File: config.mk
export PLATFORM = sky130hd
export DESIGN_NAME = decode_stage_flat
export DESIGN_NICKNAME = d
export VERILOG_FILES = /design/src/rtl/decode_stage_if.sv /design/src/rtl/decode_stage.sv /design/src/flat_wrapper.sv
export SDC_FILE = /design/constraint.sdc
export NUM_CORES = 1
export LEC_CHECK = 0
export BUFFER_PORTS_ARGS = -buffer_cell sky130_fd_sc_hd__buf_2
export CORE_MARGIN = 2
export CORE_UTILIZATION = 55
export CTS_BUF_LIST = sky130_fd_sc_hd__clkbuf_4 sky130_fd_sc_hd__clkbuf_8 sky130_fd_sc_hd__clkbuf_16
export DETAILED_ROUTE_END_ITERATION = 10
export PLACE_DENSITY_LB_ADDON = 0.15
export SKIP_CTS_REPAIR_TIMING = 1
export SYNTH_ARGS = -nofsm -noshare
export SYNTH_HDL_FRONTEND = slang
export SYNTH_SLANG_ARGS = --single-unit
File: constraint.sdc
create_clock -name clk -period 2.1 [get_ports clk]
set_input_delay 0.21 -clock clk [delete_from_list [all_inputs] [get_ports clk]]
set_output_delay 0.21 -clock clk [all_outputs]
set_load 0.01 [all_outputs]
File: src/rtl/decode_stage_if.sv
// Decode stage bus: upstream valid/ready word+PC in, decoded fields out.
// master = producer/consumer side (bench or neighbouring stages), slave = decode_stage.
interface decode_stage_if #(parameter int XLEN = 32);
  logic            in_valid;
  logic            in_ready;
  logic [31:0]     in_instr;
  logic [XLEN-1:0] in_pc;
  logic            out_valid;
  logic            out_ready;
  logic [XLEN-1:0] out_pc;
  logic [6:0]      out_opcode;
  logic [2:0]      out_funct3;
  logic [6:0]      out_funct7;
  logic [4:0]      out_rd;
  logic [4:0]      out_rs1;
  logic [4:0]      out_rs2;
  logic [XLEN-1:0] out_imm;
  logic [2:0]      out_type;
  logic            out_illegal;

  modport master (
    output in_valid, in_instr, in_pc, out_ready,
    input  in_ready, out_valid, out_pc, out_opcode, out_funct3, out_funct7,
           out_rd, out_rs1, out_rs2, out_imm, out_type, out_illegal
  );

  modport slave (
    input  in_valid, in_instr, in_pc, out_ready,
    output in_ready, out_valid, out_pc, out_opcode, out_funct3, out_funct7,
           out_rd, out_rs1, out_rs2, out_imm, out_type, out_illegal
  );
endinterface

File: src/rtl/decode_stage.sv
// RV32I decode pipeline stage with a 2-entry skid buffer (EMPTY/HOLD/FULL).
// Words are decoded on acceptance and stored decoded; the head entry drives
// the outputs directly, so all out_* are registered and hold while stalled.
// XLEN must be 32 or 64.
// Optional: define DECODE_ILLEGAL_CHECK_EN to generate out_illegal; otherwise
// out_illegal is tied low and no check logic exists.
module decode_stage #(
  parameter int XLEN = 32
) (
  input logic           clk,
  input logic           rst_n,
  input logic           flush,
  decode_stage_if.slave bus
);

  localparam logic [2:0] T_R = 3'd0, T_I = 3'd1, T_S = 3'd2, T_B = 3'd3,
                         T_U = 3'd4, T_J = 3'd5, T_X = 3'd7;

  typedef struct packed {
    logic [XLEN-1:0] pc;
    logic [XLEN-1:0] imm;
    logic [6:0]      opcode;
    logic [2:0]      funct3;
    logic [6:0]      funct7;
    logic [4:0]      rd;
    logic [4:0]      rs1;
    logic [4:0]      rs2;
    logic [2:0]      typ;
    logic            illegal;
  } dec_t;

  typedef enum logic [1:0] {EMPTY, HOLD, FULL} state_t;

  state_t             state, state_nxt;
  logic               in_rdy_q;
  logic               xfer_in, xfer_out;
  logic [31:0]        ins;
  logic signed [31:0] imm32;
  dec_t               dec, head, tail;

  assign ins           = bus.in_instr;
  assign bus.in_ready  = in_rdy_q;
  assign bus.out_valid = (state != EMPTY);
  assign xfer_in       = bus.in_valid && in_rdy_q;
  assign xfer_out      = bus.out_valid && bus.out_ready;

  // combinational decode of the incoming word
  always_comb begin
    dec        = '0;
    imm32      = '0;
    dec.pc     = bus.in_pc;
    dec.opcode = ins[6:0];
    dec.rd     = ins[11:7];
    dec.funct3 = ins[14:12];
    dec.rs1    = ins[19:15];
    dec.rs2    = ins[24:20];
    dec.funct7 = ins[31:25];
    case (ins[6:0])
      7'b0110011:                                     dec.typ = T_R;
      7'b0010011, 7'b0000011, 7'b1100111, 7'b1110011: dec.typ = T_I;
      7'b0100011:                                     dec.typ = T_S;
      7'b1100011:                                     dec.typ = T_B;
      7'b0110111, 7'b0010111:                         dec.typ = T_U;
      7'b1101111:                                     dec.typ = T_J;
      default:                                        dec.typ = T_X;
    endcase
    case (dec.typ)
      T_I:     imm32 = {{20{ins[31]}}, ins[31:20]};
      T_S:     imm32 = {{20{ins[31]}}, ins[31:25], ins[11:7]};
      T_B:     imm32 = {{19{ins[31]}}, ins[31], ins[7], ins[30:25], ins[11:8], 1'b0};
      T_U:     imm32 = {ins[31:12], 12'b0};
      T_J:     imm32 = {{11{ins[31]}}, ins[31], ins[19:12], ins[20], ins[30:21], 1'b0};
      default: imm32 = '0;
    endcase
    // signed cast widens from bit 31, which is instr[31] for every non-zero immediate
    dec.imm = XLEN'(imm32);
`ifdef DECODE_ILLEGAL_CHECK_EN
    dec.illegal = (ins[1:0] != 2'b11) || (dec.typ == T_X) || (ins == 32'd0) ||
                  ((dec.typ == T_R) && (ins[31:25] != 7'b0000000) &&
                   (ins[31:25] != 7'b0100000));
`else
    dec.illegal = 1'b0;
`endif
  end

  // state register; in_ready is registered straight from the next state
  always_ff @(posedge clk or negedge rst_n) begin
    if (!rst_n) begin
      state    <= EMPTY;
      in_rdy_q <= 1'b0;
    end else begin
      state    <= state_nxt;
      in_rdy_q <= (state_nxt != FULL);
    end
  end

  // next-state; flush overrides everything and drops any same-cycle input
  always_comb begin
    state_nxt = state;
    case (state)
      EMPTY: if (xfer_in) state_nxt = HOLD;
      HOLD: begin
        if (xfer_in && !xfer_out)      state_nxt = FULL;
        else if (xfer_out && !xfer_in) state_nxt = EMPTY;
      end
      FULL:    if (xfer_out) state_nxt = HOLD;
      default: state_nxt = EMPTY;
    endcase
    if (flush) state_nxt = EMPTY;
  end

  // entry storage: head feeds the outputs, tail is the skid slot
  always_ff @(posedge clk or negedge rst_n) begin
    if (!rst_n) begin
      head <= '0;
      tail <= '0;
    end else if (!flush) begin
      case (state)
        EMPTY: if (xfer_in) head <= dec;
        HOLD: begin
          if (xfer_in && xfer_out) head <= dec;
          else if (xfer_in)        tail <= dec;
        end
        FULL:    if (xfer_out) head <= tail;
        default: ;
      endcase
    end
  end

  assign bus.out_pc      = head.pc;
  assign bus.out_imm     = head.imm;
  assign bus.out_opcode  = head.opcode;
  assign bus.out_funct3  = head.funct3;
  assign bus.out_funct7  = head.funct7;
  assign bus.out_rd      = head.rd;
  assign bus.out_rs1     = head.rs1;
  assign bus.out_rs2     = head.rs2;
  assign bus.out_type    = head.typ;
  assign bus.out_illegal = head.illegal;

endmodule

File: src/flat_wrapper.sv
// flat-port wrapper written by rule: the top's interface ports become plain ports
module decode_stage_flat 
#(
  parameter int XLEN = 32
)
  (clk, rst_n, flush, bus_in_valid, bus_in_instr, bus_in_pc, bus_out_ready, bus_in_ready, bus_out_valid, bus_out_pc, bus_out_opcode, bus_out_funct3, bus_out_funct7, bus_out_rd, bus_out_rs1, bus_out_rs2, bus_out_imm, bus_out_type, bus_out_illegal);
  decode_stage_if #(.XLEN(XLEN)) bus_i ();
  input logic clk;
  input logic rst_n;
  input logic flush;
  input wire logic [$bits(bus_i.in_valid)-1:0] bus_in_valid;
  input wire logic [$bits(bus_i.in_instr)-1:0] bus_in_instr;
  input wire logic [$bits(bus_i.in_pc)-1:0] bus_in_pc;
  input wire logic [$bits(bus_i.out_ready)-1:0] bus_out_ready;
  output wire logic [$bits(bus_i.in_ready)-1:0] bus_in_ready;
  output wire logic [$bits(bus_i.out_valid)-1:0] bus_out_valid;
  output wire logic [$bits(bus_i.out_pc)-1:0] bus_out_pc;
  output wire logic [$bits(bus_i.out_opcode)-1:0] bus_out_opcode;
  output wire logic [$bits(bus_i.out_funct3)-1:0] bus_out_funct3;
  output wire logic [$bits(bus_i.out_funct7)-1:0] bus_out_funct7;
  output wire logic [$bits(bus_i.out_rd)-1:0] bus_out_rd;
  output wire logic [$bits(bus_i.out_rs1)-1:0] bus_out_rs1;
  output wire logic [$bits(bus_i.out_rs2)-1:0] bus_out_rs2;
  output wire logic [$bits(bus_i.out_imm)-1:0] bus_out_imm;
  output wire logic [$bits(bus_i.out_type)-1:0] bus_out_type;
  output wire logic [$bits(bus_i.out_illegal)-1:0] bus_out_illegal;
  assign bus_i.in_valid = bus_in_valid;
  assign bus_i.in_instr = bus_in_instr;
  assign bus_i.in_pc = bus_in_pc;
  assign bus_i.out_ready = bus_out_ready;
  assign bus_in_ready = bus_i.in_ready;
  assign bus_out_valid = bus_i.out_valid;
  assign bus_out_pc = bus_i.out_pc;
  assign bus_out_opcode = bus_i.out_opcode;
  assign bus_out_funct3 = bus_i.out_funct3;
  assign bus_out_funct7 = bus_i.out_funct7;
  assign bus_out_rd = bus_i.out_rd;
  assign bus_out_rs1 = bus_i.out_rs1;
  assign bus_out_rs2 = bus_i.out_rs2;
  assign bus_out_imm = bus_i.out_imm;
  assign bus_out_type = bus_i.out_type;
  assign bus_out_illegal = bus_i.out_illegal;
  decode_stage #(.XLEN(XLEN)) u_core (.clk(clk), .rst_n(rst_n), .flush(flush), .bus(bus_i));
endmodule
* Word level (Yosys, flattened, before mapping) *
Cells that the tools add are included.

storage, ports and cells
  register bits = 202
  input port bits = 69
  output and inout bits = 102
  word-level logic and storage cells = 70

cells by class
  equal/unequal tests = 21
  multiplexer cells = 12
  bitwise logic cells = 2
  reduce and logical (&&, ||, !) cells = 14

operators with widths
  kind                  count
  $mux W100             3
  $pmux W100 S3         1
  $pmux W32 S5          1
  $eq A7 B7 Y1 const B  4
  $eq A7 B6 Y1 const B  3
  $pmux W3 S6           1
  $eq A7 B5 Y1 const B  2
  $mux W2               5
  $eq A7 B2 Y1 const B  1
  $eq A3 B2 Y1 const B  2
  $eq A3 B3 Y1 const B  2
  $ne A2 B1 Y1 const B  3
  $pmux W2 S3           1
  $logic_and A1 B1 Y1   5
  $reduce_and A5 Y1     1
  $reduce_and A4 Y1     1
  $reduce_or A4 Y1      1
  $eq A3 B1 Y1 const B  1
  $reduce_bool A3 Y1    1
  $eq A2 B1 Y1 const B  1
  $eq A2 B2 Y1 const B  1
  $logic_not A1 Y1      2
  $logic_not A2 Y1      1
  $ne A2 B2 Y1 const B  1
  other kinds (3)       4

* Longest topological paths before layout *
  depth in word-level cells = 8
  depth in mapped cells = 8
  depth with buffers taken out = 5

* Least setup slack after synthesis *
OpenSTA, ideal clock, no wires.

  path kind = register -> register
  start point = reg u_core.state[0]
  end point = reg u_core.head, in the netlist u_core.bus.out_imm[19]
  library setup time = 0.141 ns
  data arrival time = 1.611 ns
  data required time = 1.959 ns
  slack = 0.348 ns
  stages on the path, launching flop included = 8
  path buffers = 2
  period minus slack after synthesis = 1.752 ns
  cell sequence = dfrtp_1 nand2b_1 or3b_1 a21o_1 buf_2 buf_2 nor3_1 a211oi_1

on the way
  longest elaborated chain between the ends = 5
  elaborated cells on any way between the ends = 12
  classes of those cells = 5 x eq/ne; 1 x mux; 6 x reduce/logical

ends and longest elaborated chain
  item                         RTL line             source
  start, declared              decode_stage.sv:34   state_t state, state_nxt;
  start signal, assigned       decode_stage.sv:92   state <= state_nxt;
  $reduce_bool A2 Y1           decode_stage.sv:43   assign bus.out_valid = (state != EMPTY);
  $logic_and A1 B1 Y1          decode_stage.sv:45   assign xfer_out = bus.out_valid && bus.out_ready;
  $logic_and A1 B1 Y1          decode_stage.sv:121  if (xfer_in && xfer_out) head <= dec;
  $ne A2 B1 Y1 (no line)       -
  $reduce_and A5 Y1 (no line)  -
  end signal, assigned         decode_stage.sv:124  FULL: if (xfer_out) head <= tail;
  end, declared                decode_stage.sv:39   dec_t dec, head, tail;

Parallel ways exist; a longest one is shown, timed or not.
A chain may end at the register's enable or synchronous reset.

* Worst setup path after layout *
  start point = reg u_core.state[0]
  end point = reg u_core.head, in the netlist u_core.bus.out_pc[10]

The elaborated chain is that of the path after synthesis.

==> impl_metrics.csv <==
group,metric,value,unit
yosys,syn-num-nets,1100,
worst_setup_path,r2r_cells,6,
floorplanning,fp.dieH,130,µm
yosys,yosysWarnings,0,
pwr,leakagePower,5.34,nW
worst_setup_path,cp_slowest_stage_delay,0.43,ns
drt,drt_iter0_drc,588,
yosys,synth.largest_area_cell,"dfrtp_1",
timing,finalHoldWorstSlack,-0.0156,ns
worst_setup_path,required,2.51,ns
timing,hold_viol,5,
timing,rsz0062_at_grt,"no",
grt,grt.total_usage,27.6,%
drt,drc,0,
pwr,p_total,0.0108,W
drt,wl_per_cell,16.4,µm
yosys,synth_common_cells,"nand2_1 (394), dfrtp_1 (201), nor2_1 (120), a31oi_1 (70), a21oi_1 (52)",
timing,fmax,507,MHz
worst_setup_path,crit_fanout,36,
clock_network,insertion_delay,0.49,ns
pwr,power.density,979,nW/µm²
grt,antenna_found_initial,2,
timing,tightest_slew,0.566,ns
yosys,ys_ff_latch,201,
clock_network,clockRootBuffer,"clkbuf_16",
final_layout,n_fill_cell,1249,
drt,viasPerCell,5.41,
grt,grt-ovfl-total,0,
clock_network,path_clk_slew,0.06,ns
worst_setup_path,start_kind,"register",
status,status,"finished with violations",
worst_setup_path,cp_slowest_cell,"or3b_1",
min_path,whs_endpoint,"u_core.tail[29]",
final_layout,multi_input_area,3370,µm²
pwr,max-vdd-ir-drop,0.596,mV
floorplanning,io_pins,171,
clock_network,clockBufferDepth,3,
drt,final_antenna_net_count,0,
clock_network,cts_sinks,201,
floorplanning,dieArea,16900,µm²
worst_setup_path,r2r_end,"u_core.bus.out_pc[10]",
min_path,hold-path-cell-count,3,
timing,tns,0,ns
floorplanning,core_area,15700,µm²
timing,period_needed,1.97,ns
yosys,synthMostInstantiatedCell,"nand2_1",
final_layout,area.sequential,5030,µm²
yosys,syn-instance-count,1031,
final_layout,fin_nets,1297,
grt,grt_pass1_wl,36900,µm
yosys,synth_edf_count,0,
placement,io_buffers,169,
yosys,async_flop_share,100,%
worst_setup_path,arrival,2.38,ns
timing,finalClockSkew,0.00807,ns
floorplanning,start_util,55.5,%
worst_setup_path,cpLargestDelayFamily,"simple AND/OR/NAND/NOR gates",
drt,num_vias,7872,
drt,routed_wl,23800,µm
yosys,syn_area,8720,µm²
yosys,synth_top_area_share,57.7,%
final_layout,syn2layout_area_growth,26.6,%
min_path,hold_path.class,"input pin to register",
clock_network,cts_buffers,22,
worst_setup_path,cp.buffers_inverters,1,
final_layout,drive_above_1_share,19.7,%
placement,hpwl,15300,µm
floorplanning,rows,46,
worst_setup_path,regToRegStartpoint,"u_core.state[0]",
grt,grt_pass1_vias,7214,
clock_network,htree_num_levels,1,
clock_network,cts_tree,"built",
status,violations,"negative hold slack",
floorplanning,die_w,130,µm
yosys,synth.distinct_cells,42,
min_path,worstHoldStart,"bus_in_instr[0]",
worst_setup_path,rrSetupSlack,0.13,ns
timing,period_share,93.9,%
worst_setup_path,endpoint_kind,"register",
timing,slew_violations,0,
placement,gp_congestion,0.863,
yosys,synth_ff_type,"dfrtp_1",
flow_run,maxCapViolations,0,
timing,slew_headroom,62.3,%
yosys,yosysSeqAreaShare,57.7,%
timing,finalSetupViolCount,0,
grt,grt_max_degree,83,
worst_setup_path,crit_chain,"nand2b_1, or3b_1, a21oi_4, buf_4, nor2_1, a31oi_1",
yosys,synth_area_leaders,"dfrtp_1 (58%), nand2_1 (17%), nor2_1 (5.2%)",
yosys,avgSynthCellArea,8.46,µm²
drt,drt_pass1_iterations,5,
worst_setup_path,critical_path_class,"register to register",
==> per-stage QoR <==
| stage | worst slack, ns | instances | instance area [µm²] | hold slack (ns) | util (%) |
|---|---|---|---|---|---|
| after floorplan | 0.348 | 1031 | 8720 | -0.0856 | - |
| after global placement | 0.220 | 1375 | 9910 | 0.253 | 63.1 |
| after detailed placement | 0.151 | 1375 | 9910 | 0.256 | 63.1 |
| after CTS | 0.140 | 1408 | 10600 | -0.261 | 67.4 |
| after global routing | 0.0184 | 1454 | 11000 | 0.000488 | 70.3 |
| final | 0.127 | 1454 | 11000 | -0.0156 | 70.3 |
==> worst min-delay path: stages <==
cell     delay, ns
buf_2         0.13
nand2_1       0.06
nand2_1       0.04
==> per-layer routing <==
| layer | up-vias | global-route usage (%) | routed length [µm] |
|---|---|---|---|
| met5 | - | 0 | 11 |
| met2 | 298 | 46.4 | 11500 |
| li1 | 3771 | - | - |
| met4 | 2 | 8.35 | 579 |
| met3 | 43 | 4.76 | 1560 |
| met1 | 3758 | 37.0 | 10100 |
==> power by group <==
group	internal, W	total, W	switching, W
sequential	0.00470	0.00515	0.000449
combinational	0.000839	0.00197	0.00114
clock	0.00220	0.00368	0.00148
total	0.00774	0.0108	0.00306
==> state kept, by name, indices dropped and copies added (netlist names) <==
name,count
u_core.bus.out_type,3
u_core.bus.out_rs2,5
u_core.bus.in_ready,1
u_core.bus.out_pc,32
u_core.bus.out_rs1,5
u_core.bus.out_opcode,7
u_core.bus.out_imm,32
u_core.bus.out_rd,5
u_core.bus.out_funct3,3
u_core.bus.out_funct7,7
u_core.state,2
u_core.tail,99
==> logic make-up (layout without fill, tap and decap cells) <==
| group | after synthesis | after routing | share of synthesized area (%) |
|---|---|---|---|
| AOI/OAI and AO/OA | 185 | 185 | 12.5 |
| xor gates and xnor gates | 2 | 2 | 0.201 |
| buffers and inverters | 78 | 284 | 3.87 |
| DFF | 201 | 201 | 57.7 |
| muxes | 3 | 3 | 0.359 |
| other | 1 | 2 | 0.0430 |
| and+or+nand+nor | 561 | 561 | 25.4 |
==> final cells by class <==
type                    instances  area share [%]
clock buffers                  27            5.66
inverters                       3           0.102
diodes                          1          0.0227
well taps                     216            2.45
flip-flops and latches        201            45.6
multi-input cells             752            30.6
clock inverters                 6           0.499
repair buffers                248            15.2
==> worst max-delay path by stage <==
stage                    startpoint                      to  slack, ns  cells after the start
floorplan           u_core.state[0]  u_core.bus.out_imm[19]       0.35                      7
global placement    u_core.state[0]   u_core.bus.out_pc[13]       0.22                      6
detailed placement  u_core.state[0]   u_core.bus.out_pc[10]       0.15                      6
CTS                 u_core.state[0]   u_core.bus.out_pc[10]       0.14                      6
global route        u_core.state[0]   u_core.bus.out_imm[3]       0.02                      6
finish              u_core.state[0]   u_core.bus.out_pc[10]       0.13                      6
==> cells in the final DEF, fill, tap and decap left out, types with 5 or more instances in the layout <==
master / synthesis / routed
o21ai_1: 9 / 9
nor2_1: 120 / 120
o21ai_0: 33 / 33
nor3_1: 10 / 10
buf_4: 4 / 25
buf_2: 23 / 168
nand3_1: 15 / 15
nand2b_1: 6 / 5
a21oi_1: 52 / 52
nand2_1: 394 / 394
dlygate4sd3_1: 0 / 45
clkbuf_16: 0 / 23
a211oi_1: 8 / 8
dfrtp_1: 201 / 201
a31oi_1: 70 / 70
buf_12: 0 / 9
clkinv_2: 0 / 5
No activity file was read; power rests on OpenSTA's default activity.
